<file path="config.mk">
export PLATFORM = sky130hd
export DESIGN_NAME = serial_subtractor
export DESIGN_NICKNAME = d
export VERILOG_FILES = /design/src/rtl/arith_pkg.sv /design/src/rtl/full_sub.sv /design/src/rtl/serial_subtractor.sv
export SDC_FILE = /design/constraint.sdc
export NUM_CORES = 1
export LEC_CHECK = 0
export CAP_MARGIN = 30
export CORE_UTILIZATION = 30
export DETAILED_ROUTE_END_ITERATION = 8
export GPL_TIMING_DRIVEN = 0
export PLACE_DENSITY = 0.59
export SLEW_MARGIN = 20
export SYNTH_ARGS = -nofsm -noshare
export SYNTH_HDL_FRONTEND = slang
export SYNTH_SLANG_ARGS = --single-unit
</file>
<file path="constraint.sdc">
create_clock -name clk -period 3.3 [get_ports clk]
set_clock_uncertainty 0.1 [all_clocks]
set_input_delay 0.825 -clock clk [delete_from_list [all_inputs] [get_ports clk]]
set_output_delay 0.825 -clock clk [all_outputs]
set_load 0.01 [all_outputs]
</file>
<file path="src/rtl/arith_pkg.sv">
// arith_pkg: shared state type, default width and helpers for the arithmetic exercise blocks
package arith_pkg;
  localparam int WIDTH_DEFAULT = 2;
  typedef enum logic [1:0] {IDLE, RUN, DONE} state_t;
  function automatic int cnt_width(int w);
    return w > 2 ? $clog2(w) : 1;
  endfunction
endpackage

</file>
<file path="src/rtl/full_sub.sv">
// full_sub: combinational 1-bit full subtractor x - yb - bin
module full_sub (
  input  logic x,
  input  logic yb,
  input  logic bin,
  output logic d,
  output logic bout
);
  assign d    = x ^ yb ^ bin;
  assign bout = (~x & yb) | (~(x ^ yb) & bin);
endmodule

</file>
<file path="src/rtl/serial_subtractor.sv">
// serial_subtractor: bit-serial a - b, LSB first, with start/busy/done handshake
module serial_subtractor
  import arith_pkg::*;
#(
  parameter int WIDTH = WIDTH_DEFAULT
) (
  input  logic             clk,
  input  logic             reset,
  input  logic             start,
  input  logic [WIDTH-1:0] a,
  input  logic [WIDTH-1:0] b,
  output logic             busy,
  output logic             done,
  output logic [WIDTH-1:0] y,
  output logic             borrow
);
  localparam int CW = cnt_width(WIDTH);
  state_t           state_q, state_d;
  logic [WIDTH-1:0] sa_q, sa_d, sb_q, sb_d, sr_q, sr_d, y_q, y_d;
  logic [CW-1:0]    cnt_q, cnt_d;
  logic             br_q, br_d, borrow_q, borrow_d, busy_q, done_q;
  logic             bit_d, bit_bout, load, step, last, fin;
  full_sub u_fs (
    .x   (sa_q[0]),
    .yb  (sb_q[0]),
    .bin (br_q),
    .d   (bit_d),
    .bout(bit_bout)
  );
  // DONE behaves like IDLE for accepting a new start, giving back-to-back throughput
  always_comb begin
    step     = state_q == RUN;
    load     = !step && start;
    last     = cnt_q == CW'(WIDTH - 1);
    fin      = step && last;
    state_d  = step ? (last ? DONE : RUN) : (start ? RUN : IDLE);
    sa_d     = load ? a : step ? sa_q >> 1 : sa_q;
    sb_d     = load ? b : step ? sb_q >> 1 : sb_q;
    sr_d     = load ? '0 : step ? {bit_d, sr_q[WIDTH-1:1]} : sr_q;
    br_d     = load ? 1'b0 : step ? bit_bout : br_q;
    cnt_d    = load ? '0 : step ? cnt_q + CW'(1) : cnt_q;
    y_d      = fin ? sr_d : y_q;
    borrow_d = fin ? bit_bout : borrow_q;
  end
  always_ff @(posedge clk) begin
    if (reset) begin
      state_q  <= IDLE;
      sa_q     <= '0;
      sb_q     <= '0;
      sr_q     <= '0;
      br_q     <= 1'b0;
      cnt_q    <= '0;
      y_q      <= '0;
      borrow_q <= 1'b0;
      busy_q   <= 1'b0;
      done_q   <= 1'b0;
    end else begin
      state_q  <= state_d;
      sa_q     <= sa_d;
      sb_q     <= sb_d;
      sr_q     <= sr_d;
      br_q     <= br_d;
      cnt_q    <= cnt_d;
      y_q      <= y_d;
      borrow_q <= borrow_d;
      busy_q   <= state_d == RUN;
      done_q   <= state_d == DONE;
    end
  end
  assign busy   = busy_q;
  assign done   = done_q;
  assign y      = y_q;
  assign borrow = borrow_q;
endmodule

</file>
==> results by group, run 1 <==
Status
  • Status: completed

Setup path
  • Max incr delay on CP: ~0.55 ns
  • CP delay by family, top: buffers and inverters
  • Worst EP arrival: 1.19 ns
  • CP max FO: 4
  • Crit path kind: reg -> out
  • CP endpoint kind: output pin
  • Critical path, cell by cell: clkdlybuf4s50_1
  • Buf/Inv on CP: 1
  • CP required: between 2 and 2.5 ns
  • Slowest CP cell: clkdlybuf4s50_1
  • CP Launch Type: flop

Cells and area
  • Final Util: 42.5%
  • Ant. Diodes: 0
  • Area delta synth->final: 27.9%
  • # fillers: 153
  • Nets: 76
  • Share of cells above drive strength 1: 11.9%

Global routing
  • GRT Util Overall: 10.7%
  • Pin count of the biggest net entering global routing: 10
  • Vias in the first global route: 340
  • Grt total ovfl: 0
  • First-pass GRT wire length: 1.41 mm
  • Initial antenna violation count: 0

Timing
  • Final min period: 2.11 ns
  • Slew Limit Fails: 0
  • Fmax: 0.474 GHz
  • Fin crit share: 64.0%
  • Final setup viols: 0
  • Max_slew headroom: 75.2%
  • Actual slew at the worst max-slew pin: roughly 0.37 ns
  • Hold Violations, Final: 0
  • Setup TNS: 0 ns
  • RSZ-0062 raised after global routing: no

Yosys
  • Post-synth EDFFs: 0
  • Yosys top cell area share: 49.6%
  • Top_reg_cell synth: dfxtp_1
  • Main combinational cell family by area after synthesis: simple AND/OR/NAND/NOR gates
  • Synth Area in Compound Gates: between 10% and 20%
  • Count leader, synth: dfxtp_1
  • Top cell type by total area after synthesis: dfxtp_1
  • XOR/XNOR Fraction of Synth Area: 0%
  • YS warnings: 0
  • Syn_nets: 61
  • Post-synthesis mux area share: around 7.6%
  • Register area share after synthesis: 49.6%
  • Ys async rst share: 0%
  • Post-Syn Area: 524 um^2
  • Synth Area in Simple Gates: roughly 20%
  • Netlist cell types: 18
  • Synth Area per Inst: a little under 10 um^2
  • Synth Instances: 53
  • Synth top cells by count: dfxtp_1, a21oi_1
  • Flops & latches, synth: 13
  • Area share of fa/ha/maj cells after synthesis: 3.82%
  • Top cells by area in the synthesized netlist: dfxtp_1, mux2i_1, a21oi_1, nand3b_1, fa_1

Power
  • Pwr/cell area: between 400 and 500 nW/um^2
  • Leakage power: 0.250 nW
  • Worst vdd ir: 0.000174 V

Floorplan
  • Initial core utilization: about a third
  • Die area: roughly 1900 um^2
  • Die Height: 43.8 um
  • Cell Rows: 14
  • Boundary Pins: 12
  • Chip width: 43.8 um
  • Core ar.: 1580 um^2

Clock network
  • Cts repair resizes: 0
  • CTS tree: built
  • Worst-path clk slew: 0.08 ns
  • H-tree levels: 1
  • Total CTS buffers: 3
  • Clock Sinks: 13
  • Clk buf depth: 2
  • Setup bufs post-CTS: 0
  • Clk Latency, worst-skew pair: 0.27 ns
  • Post-CTS Hold Buffers: 0
  • CTS root buf: clkbuf_4

Placement
  • IO Port Bufs: 10
  • Gpl congestion: 0.688

Routing
  • DRT Pass-1 Iters: 4
  • Residual DRC count: 0
  • Vias per cell: 4.83
  • Final WL: 920 um
  • DRT iter0 DRCs: 9
  • DRT antenna net count: 0
  • Avg WL per Cell: 11.1 um
  • Routed vias: 401

Job
  • Max_cap viols: 0

Min path
  • Tightest Hold Check Type: reg -> reg
[metrics by stage]
stage	hold WS, ns	cell area (um^2)	instances	total power [W]	setup WS [ns]
after floorplan	0.359	524	53	0.000204	1.83
after global placement	0.348	644	79	0.000221	1.21
after detailed placement	0.353	644	79	0.000221	1.22
after CTS	0.366	671	83	0.000323	1.17
after global routing	0.392	671	83	0.000333	1.14
final	0.367	671	83	0.000316	1.19
[cells in the final DEF (no fill, tap or decap)]
| cell | instances |
|---|---|
| clkbuf_1 | 2 |
| clkbuf_4 | 3 |
| mux2i_1 | 4 |
| nand3_1 | 2 |
| a311oi_2 | 1 |
| a21oi_2 | 1 |
| nand3b_1 | 4 |
| and2b_1 | 1 |
| a211oi_1 | 2 |
| fa_1 | 1 |
| nand2_1 | 4 |
| nor2_1 | 4 |
| a21oi_1 | 6 |
| nor3_1 | 2 |
| dfxtp_1 | 13 |
| clkdlybuf4s50_1 | 10 |
| nand2b_1 | 3 |
| inv_1 | 1 |
| buf_6 | 1 |
| buf_2 | 2 |
[report_power, final]
part	total, W	switching [W]	internal [W]	leakage, nW
combinational	0.0000455	0.0000211	0.0000244	0.129
sequential	0.000171	0.00000630	0.000165	0.106
clock	0.0000990	0.0000521	0.0000468	0.0150
[tightest hold or removal path: stages (launching register included)]
cell and delay, ns:
dfxtp_1 0.32, nand2_1 0.05, a21oi_1 0.06
[registers in the layout (all words and copies together), names as in the netlist]
name,count
done,1
state_q,1
br_q,1
borrow,1
y,2
cnt_q,1
sb_q,2
sr_q,1
busy,1
sa_q,2
[per-layer routing]
metal,global-route usage [%],up-vias,part of all wire [%]
met5,0,-,0
met4,11.3,0,1.6
met3,2.50,2,0.65
met2,16.1,3,51
met1,11.8,188,47
li1,-,208,-
[final timing paths]
path | endpoint | slack [ns] | depth (start not counted) | from
worst max register to register | sr_q[1] | 2.02 | 3 | br_q
worst min-delay path | borrow | 0.37 | 2 | borrow
worst max-delay path | busy | 1.19 | 1 | busy
worst min register to register | borrow | 0.37 | 2 | borrow
[cell type report]
type                            instances  area [um^2]  share of cell area, %
Buffer                                  4         25.0                   3.73
Tap cell                               16         20.0                   2.99
Sequential cell                        13          260                   38.8
Clock buffer                            4         26.3                   3.92
Inverter                                1         3.75                  0.560
Timing Repair Buffer                   10          100                   14.9
Multi-Input combinational cell         35          235                   35.1
[cell families after synthesis]
group                    after synthesis
AND/OR/NAND/NOR                       20
multiplexers                           4
flip-flops                            13
AO/OA/AOI/OAI                         10
buffers and inverters                  5
adder cells (fa/ha/maj)                1
No activity file was read; power rests on OpenSTA's default activity.
==> inputs of run 2 (changes only) <==
Settings changed: PLACE_DENSITY 0.59 to 0.61.
Clock period 3.3 ns to 1.85 ns, I/O delays scaled along.
==> run 2 against run 1 <==
Compared with the run above:
- the run now ends with design-rule violations left
- die area unchanged
- total power grew 78%
- sequential power grew 79%
- via count is 1.5% lower
- critical path depth stayed put
- critical path type unchanged
==> results by group, run 2 (synthesis gave the netlist of run 1 again) <==
Routing
  • DRT iter0 DRCs: 6 (was 9)
  • Residual DRC count: 2 (was 0)
  • Final WL: 930 um (was 920 um)
  • DRT Pass-1 Iters: 8 (was 4)
  • DRT antenna net count: 0 (unchanged)
  • Vias per cell: 4.76 (was 4.83)
  • Routed vias: 395 (was 401)
  • Avg WL per Cell: 11.2 um (was 11.1 um)

Placement
  • DP Worst Slack: 0.132 ns (was 1.22 ns)
  • Final HPWL DP: roughly 650 um
  • Gpl congestion: 0.649 (was 0.688)
  • IO Port Bufs: 10 (unchanged)

Setup path
  • CP Launch Type: flop (unchanged)
  • CP max FO: 4 (unchanged)
  • CP endpoint kind: output pin (unchanged)
  • Worst EP arrival: 1.18 ns (was 1.19 ns)
  • Max incr delay on CP: 0.55 ns (about the same)
  • CP delay by family, top: buffers and inverters (unchanged)
  • Crit path kind: reg -> out (unchanged)
  • Critical path, cell by cell: clkdlybuf4s50_1 (unchanged)
  • Slowest CP cell: clkdlybuf4s50_1 (unchanged)
  • Buf/Inv on CP: 1 (unchanged)
  • CP required: 1.29 ns (was 2.37 ns)

Cells and area
  • Ant. Diodes: 0 (unchanged)
  • Register area: 260 um^2 (unchanged)
  • Share of cells above drive strength 1: 11.9% (unchanged)
  • Most common cell after layout, fill and taps aside: dfxtp_1 (unchanged)
  • # fillers: 154 (was 153)
  • Nets: 76 (unchanged)
  • Commonest non-fill, non-tap cells in the layout: dfxtp_1, clkdlybuf4s50_1, a21oi_1 (unchanged)
  • Area delta synth->final: 27.9% (unchanged)
  • Final Util: 42.5% (unchanged)
  • Multi-input gate area: 235 um^2 (unchanged)

Timing
  • Slew Limit Fails: 0 (unchanged)
  • Fmax: 0.573 GHz
  • Final setup viols: 0 (unchanged)
  • RSZ-0062 raised after global routing: no (unchanged)
  • Fin crit share: 94.3%
  • Hold Violations, Final: 0 (unchanged)
  • Final setup margin: 0.105 ns (was 1.19 ns)
  • Actual slew at the worst max-slew pin: 0.374 ns (was 0.372 ns)
  • Setup TNS: 0 ns (unchanged)
  • Max_slew headroom: 75.1% (was 75.2%)
  • Final min period: 1.74 ns

Floorplan
  • Chip width: 43.8 um (unchanged)
  • Cell Rows: 14 (unchanged)
  • Initial core utilization: 33.3% (unchanged)
  • Die Height: 43.8 um (unchanged)
  • Die area: 1920 um^2 (unchanged)
  • Core ar.: 1580 um^2 (unchanged)
  • Boundary Pins: 12 (unchanged)

Job
  • Max_cap viols: 0 (unchanged)

Clock network
  • Clock Sinks: 13 (unchanged)
  • Post-CTS Hold Buffers: 0 (unchanged)
  • CTS tree: built (unchanged)
  • Worst-path clk slew: 0.08 ns (about the same)
  • Clk Latency, worst-skew pair: 0.27 ns (about the same)
  • CTS root buf: clkbuf_4 (unchanged)
  • H-tree levels: 1 (unchanged)
  • Cts repair resizes: 0 (unchanged)
  • Total CTS buffers: 3 (unchanged)
  • Clk buf depth: 2 (unchanged)
  • Setup bufs post-CTS: 0 (unchanged)

Status
  • Failing checks: design-rule violations
  • Status: complete, but fails checks (was completed)

Global routing
  • Initial antenna violation count: 0 (unchanged)
  • First-pass GRT wire length: 1.59 mm (was 1.41 mm)
  • GRT Util Overall: 12.0% (was 10.7%)
  • Vias in the first global route: 371 (was 340)
  • Pin count of the biggest net entering global routing: 10 (unchanged)
  • Grt total ovfl: 0 (unchanged)

Power
  • Worst vdd ir: 0.000385 V (was 0.000174 V)
  • Pwr/cell area: 836 nW/um^2 (was 471 nW/um^2)
  • Leakage power: 0.250 nW (unchanged)

Min path
  • Tightest Hold Check Type: reg -> reg (unchanged)
run 2: cell counts in the layout (fill, tap and decap cells not counted):
Identical to the previous run, type by type.
run 2: cell type report:
| class | count | area share [%] |
|---|---|---|
| tap | 16 | 2.99 |
| clock buffer | 4 | 3.92 |
| inverter | 1 | 0.560 |
| multi-input combinational | 35 | 35.1 |
| buffer | 4 | 3.73 |
| sequential | 13 | 38.8 |
| timing repair buffer | 10 | 14.9 |
run 2: where the power goes:
group / total [W] / switching [W] / leakage, nW / internal, W
sequential: 0.000306 / 0.0000113 / 0.106 / 0.000294
combinational: 0.0000822 / 0.0000383 / 0.129 / 0.0000440
clock: 0.000173 / 0.0000890 / 0.0150 / 0.0000835
run 2: routing by layer:
layer  part of all wire [%]  vias to the layer above  GRT usage (%)
met5                      0                        -              0
met4                    3.4                        0           11.3
met3                    4.3                        4           3.75
met2                     42                        9           16.4
met1                     51                      173           14.6
li1                       -                      209              -
run 2: metrics by stage:
step / cells / instance area [um^2] / hold WS [ns] / power (W)
final: 83 / 671 / 0.357 / 0.000560
after global routing: 83 / 671 / 0.390 / 0.000595
after CTS: 83 / 671 / 0.359 / 0.000569
after detailed placement: 79 / 644 / 0.349 / 0.000395
after global placement: 79 / 644 / 0.346 / 0.000395
after floorplan: 53 / 524 / 0.359 / 0.000364
run 2: path summary, 6_finish.rpt:
path	start	endpoint	slack [ns]	cells after the start
setup / recovery	busy	busy	0.11	1
hold / removal	y[0]	y[0]	0.36	2
setup reg to reg	sa_q[0]	sr_q[1]	0.54	4
hold reg to reg	y[0]	y[0]	0.36	2
==> inputs of run 3 (changes only) <==
Settings changed: CTS_CLUSTER_SIZE set to 10.
==> results of run 3 <==
Final layout, timing and power as in run 2 (identical DEF).
